**src/rtl/pipe_hazard_ctrl.sv**
```systemverilog
// pipe_hazard_ctrl
// Hazard detection, operand forwarding, front-end flush and halt drain for the
// in-order core. A DEPTH-entry shadow pipe mirrors the register writes that
// are in flight between decode and writeback (entry 0 = EX ... DEPTH-1 = WB).
// Every decision is taken combinationally from the shadow pipe, the halt FSM
// and the current decode inputs, so the outputs add no latency.
//
// Redirect handshake: i_redirect is a level from EX. The source holds it high
// until it is accepted. It is accepted in any cycle where i_mem_busy is low and
// the core is not HALTED. Acceptance squashes the decode slot: o_flush_if=1 and
// entry 0 takes a bubble. i_mem_busy freezes the whole pipe. While it is high,
// nothing is accepted and nothing issues.

module pipe_hazard_ctrl #(
    parameter int DEPTH      = 3,
    parameter int REG_W      = 3,
    parameter int LOAD_STAGE = 1
) (
    input  logic             i_clk,
    input  logic             i_rst,
    input  logic             i_id_valid,
    input  logic [REG_W-1:0] i_id_rs,
    input  logic [REG_W-1:0] i_id_rt,
    input  logic             i_id_rs_used,
    input  logic             i_id_rt_used,
    input  logic             i_id_wr_en,
    input  logic [REG_W-1:0] i_id_wr_reg,
    input  logic             i_id_is_load,
    input  logic             i_id_halt,
    input  logic             i_redirect,
    input  logic             i_mem_busy,
    output logic             o_stall_id,
    output logic             o_flush_if,
    output logic [DEPTH-1:0] o_fwd_rs,
    output logic [DEPTH-1:0] o_fwd_rt,
    output logic             o_halted,
    output logic             o_err,
    output logic [1:0]       o_dbg_state
);

    typedef enum logic [1:0] {
        S_RUN    = 2'd0,
        S_DRAIN  = 2'd1,
        S_HALTED = 2'd2
    } state_t;

    // Shadow pipe: one bit-vector per single-bit field, an array for the index
    logic [DEPTH-1:0] r_valid;
    logic [DEPTH-1:0] r_wr_en;
    logic [DEPTH-1:0] r_is_load;
    logic [DEPTH-1:0] r_halt;
    logic [REG_W-1:0] r_reg [DEPTH];

    state_t           r_state;
    logic             r_halted;
    logic             r_err;

    logic [DEPTH-1:0] w_fwd_rs;
    logic [DEPTH-1:0] w_fwd_rt;
    logic             w_lu_rs;
    logic             w_lu_rt;
    logic             w_load_use;
    logic             w_advance;
    logic             w_acc_redirect;
    logic             w_stall;
    logic             w_flush;
    logic             w_issue;
    logic             w_multi_halt;
    logic             w_err_now;

    // Operand A lookup: the youngest matching writer wins. A load that is
    // still too young to supply its data turns the match into a load-use stall.
    always_comb begin
        logic hit;
        hit      = 1'b0;
        w_fwd_rs = '0;
        w_lu_rs  = 1'b0;
        for (int k = 0; k < DEPTH; k++) begin
            if (!hit && r_valid[k] && r_wr_en[k] && (r_reg[k] == i_id_rs)) begin
                hit = 1'b1;
                if (r_is_load[k] && (k < LOAD_STAGE)) begin
                    w_lu_rs = 1'b1;
                end else begin
                    w_fwd_rs[k] = 1'b1;
                end
            end
        end
        if (!(i_id_valid && i_id_rs_used)) begin
            w_fwd_rs = '0;
            w_lu_rs  = 1'b0;
        end
    end

    // Operand B lookup, same rules as operand A
    always_comb begin
        logic hit;
        hit      = 1'b0;
        w_fwd_rt = '0;
        w_lu_rt  = 1'b0;
        for (int k = 0; k < DEPTH; k++) begin
            if (!hit && r_valid[k] && r_wr_en[k] && (r_reg[k] == i_id_rt)) begin
                hit = 1'b1;
                if (r_is_load[k] && (k < LOAD_STAGE)) begin
                    w_lu_rt = 1'b1;
                end else begin
                    w_fwd_rt[k] = 1'b1;
                end
            end
        end
        if (!(i_id_valid && i_id_rt_used)) begin
            w_fwd_rt = '0;
            w_lu_rt  = 1'b0;
        end
    end

    // Detect more than one halt in flight; this can only come from a front-end fault
    always_comb begin
        logic seen;
        seen         = 1'b0;
        w_multi_halt = 1'b0;
        for (int k = 0; k < DEPTH; k++) begin
            if (r_valid[k] && r_halt[k]) begin
                if (seen) begin
                    w_multi_halt = 1'b1;
                end
                seen = 1'b1;
            end
        end
    end

    // Stall, flush and issue decisions
    always_comb begin
        w_load_use     = w_lu_rs | w_lu_rt;
        w_advance      = ~i_mem_busy;
        // A redirect is accepted on the first unfrozen cycle. The redirecting
        // branch is older than anything in decode, so it also squashes the
        // decode slot during a drain.
        w_acc_redirect = i_redirect & ~i_mem_busy & (r_state != S_HALTED);
        // The redirect target must load into PC, so acceptance overrides a load-use stall
        w_stall        = i_mem_busy
                       | (w_load_use & ~w_acc_redirect)
                       | (r_state != S_RUN);
        w_flush        = ~i_mem_busy & (w_acc_redirect | (r_state == S_DRAIN));
        w_issue        = i_id_valid & ~w_stall & ~w_acc_redirect;
        w_err_now      = ((r_state == S_HALTED) & (i_id_valid | i_redirect))
                       | w_multi_halt;
    end

    // Shadow pipe shifts toward writeback whenever memory is not busy
    always_ff @(posedge i_clk) begin
        if (i_rst) begin
            r_valid   <= '0;
            r_wr_en   <= '0;
            r_is_load <= '0;
            r_halt    <= '0;
            for (int k = 0; k < DEPTH; k++) begin
                r_reg[k] <= '0;
            end
        end else if (w_advance) begin
            for (int k = 1; k < DEPTH; k++) begin
                r_valid[k]   <= r_valid[k-1];
                r_wr_en[k]   <= r_wr_en[k-1];
                r_is_load[k] <= r_is_load[k-1];
                r_halt[k]    <= r_halt[k-1];
                r_reg[k]     <= r_reg[k-1];
            end
            r_valid[0]   <= w_issue;
            r_wr_en[0]   <= w_issue & i_id_wr_en;
            r_is_load[0] <= w_issue & i_id_is_load;
            r_halt[0]    <= w_issue & i_id_halt;
            r_reg[0]     <= i_id_wr_reg;
        end
    end

    // Halt FSM with the sticky error flag; HALTED is left only through reset
    always_ff @(posedge i_clk) begin
        if (i_rst) begin
            r_state  <= S_RUN;
            r_halted <= 1'b0;
            r_err    <= 1'b0;
        end else begin
            r_err <= r_err | w_err_now;
            case (r_state)
                S_RUN: begin
                    if (w_issue && i_id_halt) begin
                        r_state <= S_DRAIN;
                    end
                end
                S_DRAIN: begin
                    // The halt retires on the shift that moves it out of the WB entry
                    if (w_advance && r_valid[DEPTH-1] && r_halt[DEPTH-1]) begin
                        r_state  <= S_HALTED;
                        r_halted <= 1'b1;
                    end
                end
                S_HALTED: begin
                    r_state <= S_HALTED;
                end
                default: begin
                    r_state <= S_RUN;
                end
            endcase
        end
    end

    assign o_stall_id  = w_stall;
    assign o_flush_if  = w_flush;
    assign o_fwd_rs    = w_fwd_rs;
    assign o_fwd_rt    = w_fwd_rt;
    assign o_halted    = r_halted;
    assign o_err       = r_err | w_err_now;
    assign o_dbg_state = r_state;

endmodule

```
**config.mk**
```make
export PLATFORM = sky130hd
export DESIGN_NAME = pipe_hazard_ctrl
export DESIGN_NICKNAME = d
export VERILOG_FILES = /design/src/rtl/pipe_hazard_ctrl.sv
export SDC_FILE = /design/constraint.sdc
export NUM_CORES = 1
export LEC_CHECK = 0
export ABC_AREA = 1
export CORE_ASPECT_RATIO = 1.1
export CORE_UTILIZATION = 44
export DETAILED_ROUTE_END_ITERATION = 16
export PLACE_DENSITY = 0.71
export SYNTH_ARGS = -nofsm -noshare
export SYNTH_HDL_FRONTEND = slang
export SYNTH_SLANG_ARGS = --single-unit
```
**constraint.sdc**
```tcl
create_clock -name i_clk -period 1.45 [get_ports i_clk]
set_input_delay 0.145 -clock i_clk [delete_from_list [all_inputs] [get_ports i_clk]]
set_output_delay 0.145 -clock i_clk [all_outputs]
set_load 0.01 [all_outputs]
```
# Word-level counts from Yosys, hierarchy flattened
# Memories as Yosys holds them, arrays and structs flattened.
# Cells that the tools add are included.
totals:
  reg_bits: 14
  ramBits: 9
  in_bits: 19
  elab_cells: 108
  n_memories: 1
mem_list:
  columns: ["name", "words", "width", "rd", "rd_ports_with_merged_regs", "write_ports", "line_no", "rtl"]
  rows:
  - ["r_reg", 3, 3, 3, 0, 3, "52", "logic [REG_W-1:0] r_reg [DEPTH];"]
op_classes:
  eq_ne: 11
  n_mux: 35
  bitwise: 23
  reduce_logical: 31
ops:
  columns: ["operator", "n"]
  rows:
  - ["2-to-1 mux 1 bit", 27]
  - ["logical AND 1 bit", 23]
  - ["equality test 3 bit", 6]
  - ["2-to-1 mux 3 bit", 5]
  - ["bitwise AND 1 bit", 10]
  - ["OR 1 bit", 10]
  - ["case mux 2 bit (3 select lines)", 1]
  - ["logical NOT 1 bit", 4]
  - ["2-to-1 mux 2 bit", 2]
  - ["!= test 2 bit (second input constant)", 2]
  - ["AND reduction 2 bit", 2]
  - ["NOT 1 bit", 3]
  - ["equality test 2 x 1 -> 1 bit (second input constant)", 1]
  - ["equality test 2 bit (second input constant)", 1]
  - ["logical NOT 2 bit", 1]
  - ["!= test 2 x 1 -> 1 bit (second input constant)", 1]
  - ["nonzero test 2 bit", 1]

# Longest topological paths before layout
# Gate-level depths: netlist (run 1).
logic_depth:
  ltp_word: 14
  mapped_depth: 12
  depth_no_buf: 12

# Worst setup path after synthesis (run 1)
# No wires, ideal clock.
synth_timing:
  path_kind: "flip-flop to flip-flop"
  start: "reg r_state[0], in the netlist o_dbg_state[0]"
  end: "reg r_state[0], in the netlist o_dbg_state[0]"
  t_arrival_ns: 1.371
  required_ns: 1.335
  setup_slack_ns: -0.036
  stages_incl_launch_ff: 12
  synth_period_minus_slack_ns: 1.486
  path_cell_list: "dfxtp_1 > inv_1 > ha_1 > nand3b_1 > nand2_1 > inv_2 > nand2_4 > nand4_4 > nand2_4 > nand3_1 > nand2_1 > nor2_1"
synth_via:
  elab_chain_len: 12
  elab_cells_between_ends: 18
synth_rtl:
  columns: ["element", "line_no", "rtl"]
  rows:
  - ["from (decl)", "54", "state_t r_state;"]
  - ["from (signal assigned)", "178", "r_state <= S_RUN;"]
  - ["from (signal assigned)", "186", "r_state <= S_DRAIN;"]
  - ["from (signal assigned)", "192", "r_state <= S_HALTED;"]
  - ["!= test 2 bit", "138", "w_acc_redirect = i_redirect & ~i_mem_busy & (r_state != S_HALTED);"]
  - ["bitwise AND 1 bit", "138", null]
  - ["NOT 1 bit", "141, 144", null]
  - ["bitwise AND 1 bit", "141", "| (w_load_use & ~w_acc_redirect)"]
  - ["OR 1 bit", "141", null]
  - ["OR 1 bit", "142", "| (r_state != S_RUN);"]
  - ["NOT 1 bit", "144", "w_issue = i_id_valid & ~w_stall & ~w_acc_redirect;"]
  - ["bitwise AND 1 bit (2 in a row)", "144", null]
  - ["logical AND 1 bit", "185", "if (w_issue && i_id_halt) begin"]
  - ["!= test 2 bit (no line)", null, null]
  - ["AND reduction 2 bit (no line)", null, null]
# Parallel ways exist; a longest one is shown, timed or not.
# A chain may end at the register's enable or synchronous reset.

==> run metrics, run 1 <==
most frequent cells in the layout buf_4, inv_1, nand2_1; initial DRC count 34; Net Count, Synth 203; Highest Clock Rate 0.5624 GHz; routed len/inst 12.62 um; Final Non-Filler Cells 288; crit path buf inv count 3; first-pass GRT wire length 5.540 mm; final setup fails 15; crit start category register; H-tree lvl count 1; Final WS setup -0.3282 ns; CP Max Fanout 2; post-synthesis sequential area ratio 40.97%; critical-path cell list buf_4 -> a211oi_2 -> o211ai_1 -> a221oi_2 -> nand3_1 -> inv_1 -> buf_6; crit share post-route 122.6%; Combinational Power Share 45.7%; I/O Pins 31; core region area 0.002828 mm^2; drt pass-1 iters 4; ratio of cells with drive above 1 in the final layout 42.35%; Final Max Tran Viols 0; status finished with violations; Synth area leader dfxtp_1; RSZ-0062 raised after global routing yes; Layout Nets 279; Max Cap Viol 0; Max stage delay on crit path 0.41 ns; P_int 1312 uW; pwr/cell area 935.8 mW/mm^2; Die H 59.96 um; post-route minimum period 1.778 ns; pre-CTS setup slack -0.6601 ns; crit end category output port; ANT nets after route 0; #FFs+latches synth 23; n_diodes 0; TritonCTS clock tree yes; post-DP HPWL 2.612 mm; Rel. slew slack 77.06%; Yosys cell types 33; Clock Latency Late Sink 0.32 ns; clk_skew 0.004577 ns; Sw Share 35.10%; max reg flops 9; crit path kind register to output port; WP data required 1.31 ns; routability cong. 0.8778; gr ovfl total 0; Residual DRC 0; FP Rows 20; fillers 204; worst-margin pin slew 0.3405 ns; syn_area_per_cell 7.465 um^2; main flop type after synthesis dfxtp_1; total number of vias 1416; YS warnings 0; Post-Syn Area 0.001344 mm^2; Yosys top cell area share 20.86%; chip width 54.69 um; CP top delay family compound AO/OA/AOI/OAI gates; clock buffer count from CTS 3; fraction of registers with async set/reset 0%; dpl cells 277; Worst Path Arrival 1.63 ns; total power draw 2021 uW; cell with the largest stage delay on the worst path edfxtp_1; Seq pwr share 38.9%; CTS root buffer clkbuf_4; maximum vdd drop 0.0008777 V; failing checks negative setup slack; Clk pwr share 15.4%; full die area 0.003279 mm^2; CTS clk-pin slew, worst paths 0.13 ns; Total GRT Usage 24.06%; Hold Path Class input pin to register; final hold vios 0; Starting Density 47.52%; Cells after Synth 180; initial antenna violation count 0; commonest non-fill, non-tap cell in the layout buf_4; Switch Pwr 709.3 uW; area grow syn2layout 60.71%; vias in the first global route 1344; final WL 3.635 mm; clock buffer depth 2; top cells by area, synth dfxtp_1, edfxtp_1, nand2_1; Avg Vias per Cell 4.917; CTS Sinks 23; P_leak 0.001018 uW; port bufs 30; pin count of the biggest net entering global routing 17; Post-synth EDFFs 9
[worst paths after layout]
path,from,end,slack (ns),cells after the start
worst max register to register,r_reg[0][2],o_dbg_state[0],-0.17,12
worst min register to register,o_halted,o_halted,0.49,1
worst min-delay path,i_id_is_load,r_is_load[0],0.36,3
worst max-delay path,r_reg[0][6],o_fwd_rt[2],-0.33,7
[cell families (layout without fill, tap and decap cells)]
group	after synthesis	in the layout	share of synthesized area, %
AOI/OAI and AO/OA	25	25	10.99
and+or+nand+nor	78	78	27.56
adders and majority gates	5	5	4.469
buffers and inverters	43	118	12.10
DFF	23	23	40.97
xor gates and xnor gates	6	6	3.911
[synth_stat cells (2+ instances only)]
library cell / instances
a21oi_1: 7
dfxtp_1: 14
edfxtp_1: 9
ha_1: 4
inv_1: 32
inv_2: 8
nand2_1: 35
nand2_4: 2
nand3_1: 9
nand4_1: 3
nor2_1: 19
nor2_2: 2
o21ai_0: 3
o21ai_1: 2
o22ai_1: 8
or2_2: 2
xnor2_1: 2
xor2_1: 4
[worst register-to-register path, cell delays in order (launching register included)]
cell,delay [ns]
edfxtp_1,0.46
buf_4,0.17
nand2_2,0.05
nand2_2,0.06
nor2_4,0.10
nand3_2,0.10
nand2_2,0.09
nand2_4,0.05
buf_6,0.11
nand4_4,0.07
nand2_4,0.08
a21oi_2,0.13
nor2_1,0.06
[layer usage]
| metal | vias to the layer above | GRT usage [%] | part of all wire (%) |
|---|---|---|---|
| li1 | 726 | - | - |
| met1 | 659 | 29.75 | 46 |
| met5 | - | 0 | 0 |
| met2 | 23 | 40.45 | 49 |
| met3 | 8 | 3.308 | 3.1 |
| met4 | 0 | 10.62 | 1.8 |
[timing repair]
| item | in CTS | in global routing |
|---|---|---|
| setup buffers | 4 | 3 |
| pin swaps | 22 | 28 |
| setup endpoints to repair | 17 | 15 |
| hold buffers | 0 | 0 |
| resized for setup | 62 | 22 |
[power by group through the flow]
stage | Combinational, uW | Clock (uW) | Sequential [uW]
4_1_cts | 855 | 319 | 783
3_5_place_dp | 813 | 0 | 787
2_1_floorplan | 361 | 0 | 801
5_1_grt | 1010 | 338 | 792
3_3_place_gp | 788 | 0 | 785
6_report | 924 | 311 | 786
[final cells by class]
| cell class | count | area, um^2 | area share (%) |
|---|---|---|---|
| clock buffer | 3 | 22.52 | 1.043 |
| clock inverter | 1 | 5.005 | 0.2317 |
| inverter | 41 | 153.9 | 7.126 |
| multi-input combinational | 114 | 749.5 | 34.70 |
| sequential | 23 | 555.5 | 25.72 |
| tap | 33 | 41.29 | 1.912 |
| timing repair buffer | 73 | 631.9 | 29.26 |
[per-stage QoR]
step | util [%] | TNS (ns) | instance area, um^2 | hold slack (ns)
3_3_place_gp | 69.78 | -5.721 | 1973 | 0.4545
6_report | 76.37 | -2.345 | 2160 | 0.3636
4_1_cts | 72.92 | -2.501 | 2062 | 0.3567
2_1_floorplan | - | 0 | 1345 | 0.2144
5_1_grt | 76.37 | -3.539 | 2160 | 0.3730
3_5_place_dp | 69.78 | -6.143 | 1973 | 0.4590
No activity file was read; power rests on OpenSTA's default activity.
==> run 2, diff against run 1 <==
--- a/config.mk
+++ b/config.mk
@@ -10,6 +10,7 @@
 export CORE_UTILIZATION = 44
 export DETAILED_ROUTE_END_ITERATION = 16
 export PLACE_DENSITY = 0.71
+export SETUP_SLACK_MARGIN = 0.2
 export SYNTH_ARGS = -nofsm -noshare
 export SYNTH_HDL_FRONTEND = slang
 export SYNTH_SLANG_ARGS = --single-unit
==> run 2 against run 1 <==
The flow still finishes with violations (negative setup slack). Clock skew decreased by 0.00083 ns. Core utilization rose by 1.5 points. Register-to-register slack hardly changed. Critical endpoint is now o_fwd_rs[1]. Highest routed layer unchanged.
==> run metrics, run 2 (same netlist as run 1, synthesis figures left out) <==
ANT nets after route 0 (unchanged); FP Rows 20 (unchanged); first-pass GRT wire length 5.809 mm (+4.9%); CTS clk-pin slew, worst paths 0.14 ns (about the same); Starting Density 47.52% (unchanged); n_diodes 0 (unchanged); Critical R2R Launch r_reg[0][2]; crit end category output port; Max stage delay on crit path 0.43 ns (+0.02 ns); Worst Hold Depth 3 (unchanged); full die area 0.003279 mm^2 (unchanged); pwr/cell area 933.9 mW/mm^2 (-0.21%); Highest Clock Rate 0.5620 GHz (about the same); vias in the first global route 1364 (+1.5%); gr ovfl total 0 (unchanged); post-route minimum period 1.779 ns (+0.001153 ns); Clk pwr share 15.5% (about the same); final setup fails 15 (unchanged); CTS Sinks 23 (unchanged); crit path buf inv count 3 (unchanged); status finished with violations; post-DP HPWL 2.752 mm (+5.4%); pin count of the biggest net entering global routing 18 (+1); core region area 0.002828 mm^2 (unchanged); Total GRT Usage 25.09% (+1.0 points); RSZ-0062 raised after global routing yes; drt pass-1 iters 4 (unchanged); Clock Latency Late Sink 0.32 ns (about the same); CP top delay family simple AND/OR/NAND/NOR gates; crit path kind register to output port; Cell Area, Placed 0.001954 mm^2 (-0.95%); FF-to-FF End o_dbg_state[0]; initial DRC count 24 (-29%); total number of vias 1414 (-0.14%); failing checks negative setup slack; Die H 59.96 um (unchanged); crit share post-route 122.7% (about the same); routed len/inst 13.47 um (+6.7%); max reg flops 9 (unchanged); CTS root buffer clkbuf_4; Rel. slew slack 49.35% (-28 points); fillers 195 (-4.4%); Most Frequent Cell on Critical Path nand2_2; clock buffer depth 2 (unchanged); H-tree lvl count 1 (unchanged); clk_skew 0.003745 ns (-0.0008313 ns); commonest non-fill, non-tap cell in the layout buf_4; Final Max Tran Viols 0 (unchanged); WP data required 1.31 ns (about the same); Hold Path Class input pin to register; Sw Share 35.93% (+0.83 points); cell with the largest stage delay on the worst path edfxtp_1; clock buffer count from CTS 3 (unchanged); setup TNS -2.559 ns (-0.2139 ns); chip width 54.69 um (unchanged); maximum vdd drop 0.001158 V (+32%); hold path start i_id_is_load; Seq pwr share 39.0% (about the same); R2R cell count 14 (+2); worst-margin pin slew 0.7518 ns (+0.4113 ns); initial antenna violation count 0 (unchanged); Final WS setup -0.3294 ns (-0.001153 ns); port bufs 30 (unchanged); P_leak 0.001037 uW (+1.8%); Max Cap Viol 0 (unchanged); Design Area, Final 0.002201 mm^2 (+1.9%); crit start category register; flop2flop setup slack -0.18 ns (about the same); Residual DRC 0 (unchanged); P_int 1317 uW (+0.40%); Switch Pwr 738.5 uW (+4.1%); critical-path cell list buf_6 -> inv_4 -> nand2_2 -> nand2_2 -> nor2_4 -> nand2_2 -> nand4_1 -> nor2_1 -> buf_2; Layout Nets 279 (unchanged); Avg Vias per Cell 4.910 (-0.14%); TritonCTS clock tree yes; final hold vios 0 (unchanged); CP Max Fanout 3 (+1); Combinational Power Share 45.5% (-0.2 points); start point of the critical path r_reg[0][2]; final WL 3.879 mm (+6.7%); area grow syn2layout 63.78%; hold endpoint r_is_load[0]; most frequent cells in the layout buf_4, inv_1, nand2_1; Worst Path Arrival 1.63 ns (about the same); routability cong. 0.9074 (+3.4%); ratio of cells with drive above 1 in the final layout 43.53% (+1.2 points); I/O Pins 31 (unchanged)
==> run 2: changes by cell type in the layout (fill, tap and decap cells not counted), sizes merged <==
cell / change
clkinv: -1
clkdlybuf4s15: +1
clkdlybuf4s50: -1
dlygate4sd2: -1
clkbuf: +2
==> run 2: worst register-to-register path: stages (launching register included) <==
cell	delay (ns)
edfxtp_1	0.43
buf_6	0.14
inv_4	0.06
nand2_2	0.05
nand2_2	0.09
nor2_4	0.04
nand3_2	0.08
nand2_2	0.07
nand2_4	0.06
buf_6	0.10
nand4_4	0.09
nand2_4	0.12
nand3_2	0.07
nand2_1	0.10
nor2_1	0.04
==> run 2: routing by layer <==
metal  track usage [%]  routed length (um)  up-vias  part of all wire, %
met5                 0                   0        -                    0
met4             9.524                  74        0                  1.9
met3             3.308                 106       11                  2.7
met2             41.48                1980       29                   51
met1             32.39                1718      651                   44
li1                  -                   -      723                    -
==> run 2: repair_timing <==
| action | in CTS | in global routing |
|---|---|---|
| gates resized for setup | 66 | 29 |
| setup endpoints to repair | 18 | 17 |
| hold buffers | 0 | 0 |
| pin swaps | 17 | 19 |
| buffers inserted | 7 | 5 |
==> run 2: power by group through the flow <==
stage	registers (uW)	clock network (uW)	logic [uW]
after detailed placement	800	0	770
after global placement	795	0	735
after floorplan	810	0	365
final	802	319	934
after global routing	809	351	1010
after CTS	790	316	859
==> run 2: layout make-up <==
class	instances	area [um^2]	share of cell area, %
inverter	41	161.4	7.334
timing repair buffer	73	641.9	29.16
tap	33	41.29	1.876
sequential	23	560.5	25.47
clock buffer	4	26.28	1.194
multi-input combinational	114	769.5	34.96
==> run 2: worst max-delay path by stage <==
stage / endpoint / slack, ns / cells after the start
6_report: o_fwd_rs[1] / -0.33 / 9
2_1_floorplan: o_dbg_state[1] / 0.07 / 11
3_5_place_dp: o_fwd_rt[2] / -0.65 / 8
3_3_place_gp: o_fwd_rt[2] / -0.60 / 8
4_1_cts: o_fwd_rt[2] / -0.32 / 6
5_1_grt: o_fwd_rt[2] / -0.42 / 9
==> run 2: per-stage QoR <==
| stage | instances | setup slack [ns] | hold WS, ns | power (uW) | utilization, % |
|---|---|---|---|---|---|
| after global routing | 288 | -0.4234 | 0.3873 | 2170 | 77.83 |
| after floorplan | 180 | 0.07000 | 0.2144 | 1175 | - |
| final | 288 | -0.3294 | 0.3826 | 2055 | 77.83 |
| after CTS | 283 | -0.3174 | 0.3758 | 1965 | 73.50 |
| after detailed placement | 272 | -0.6455 | 0.4705 | 1570 | 69.12 |
| after global placement | 272 | -0.5987 | 0.4520 | 1531 | 69.12 |
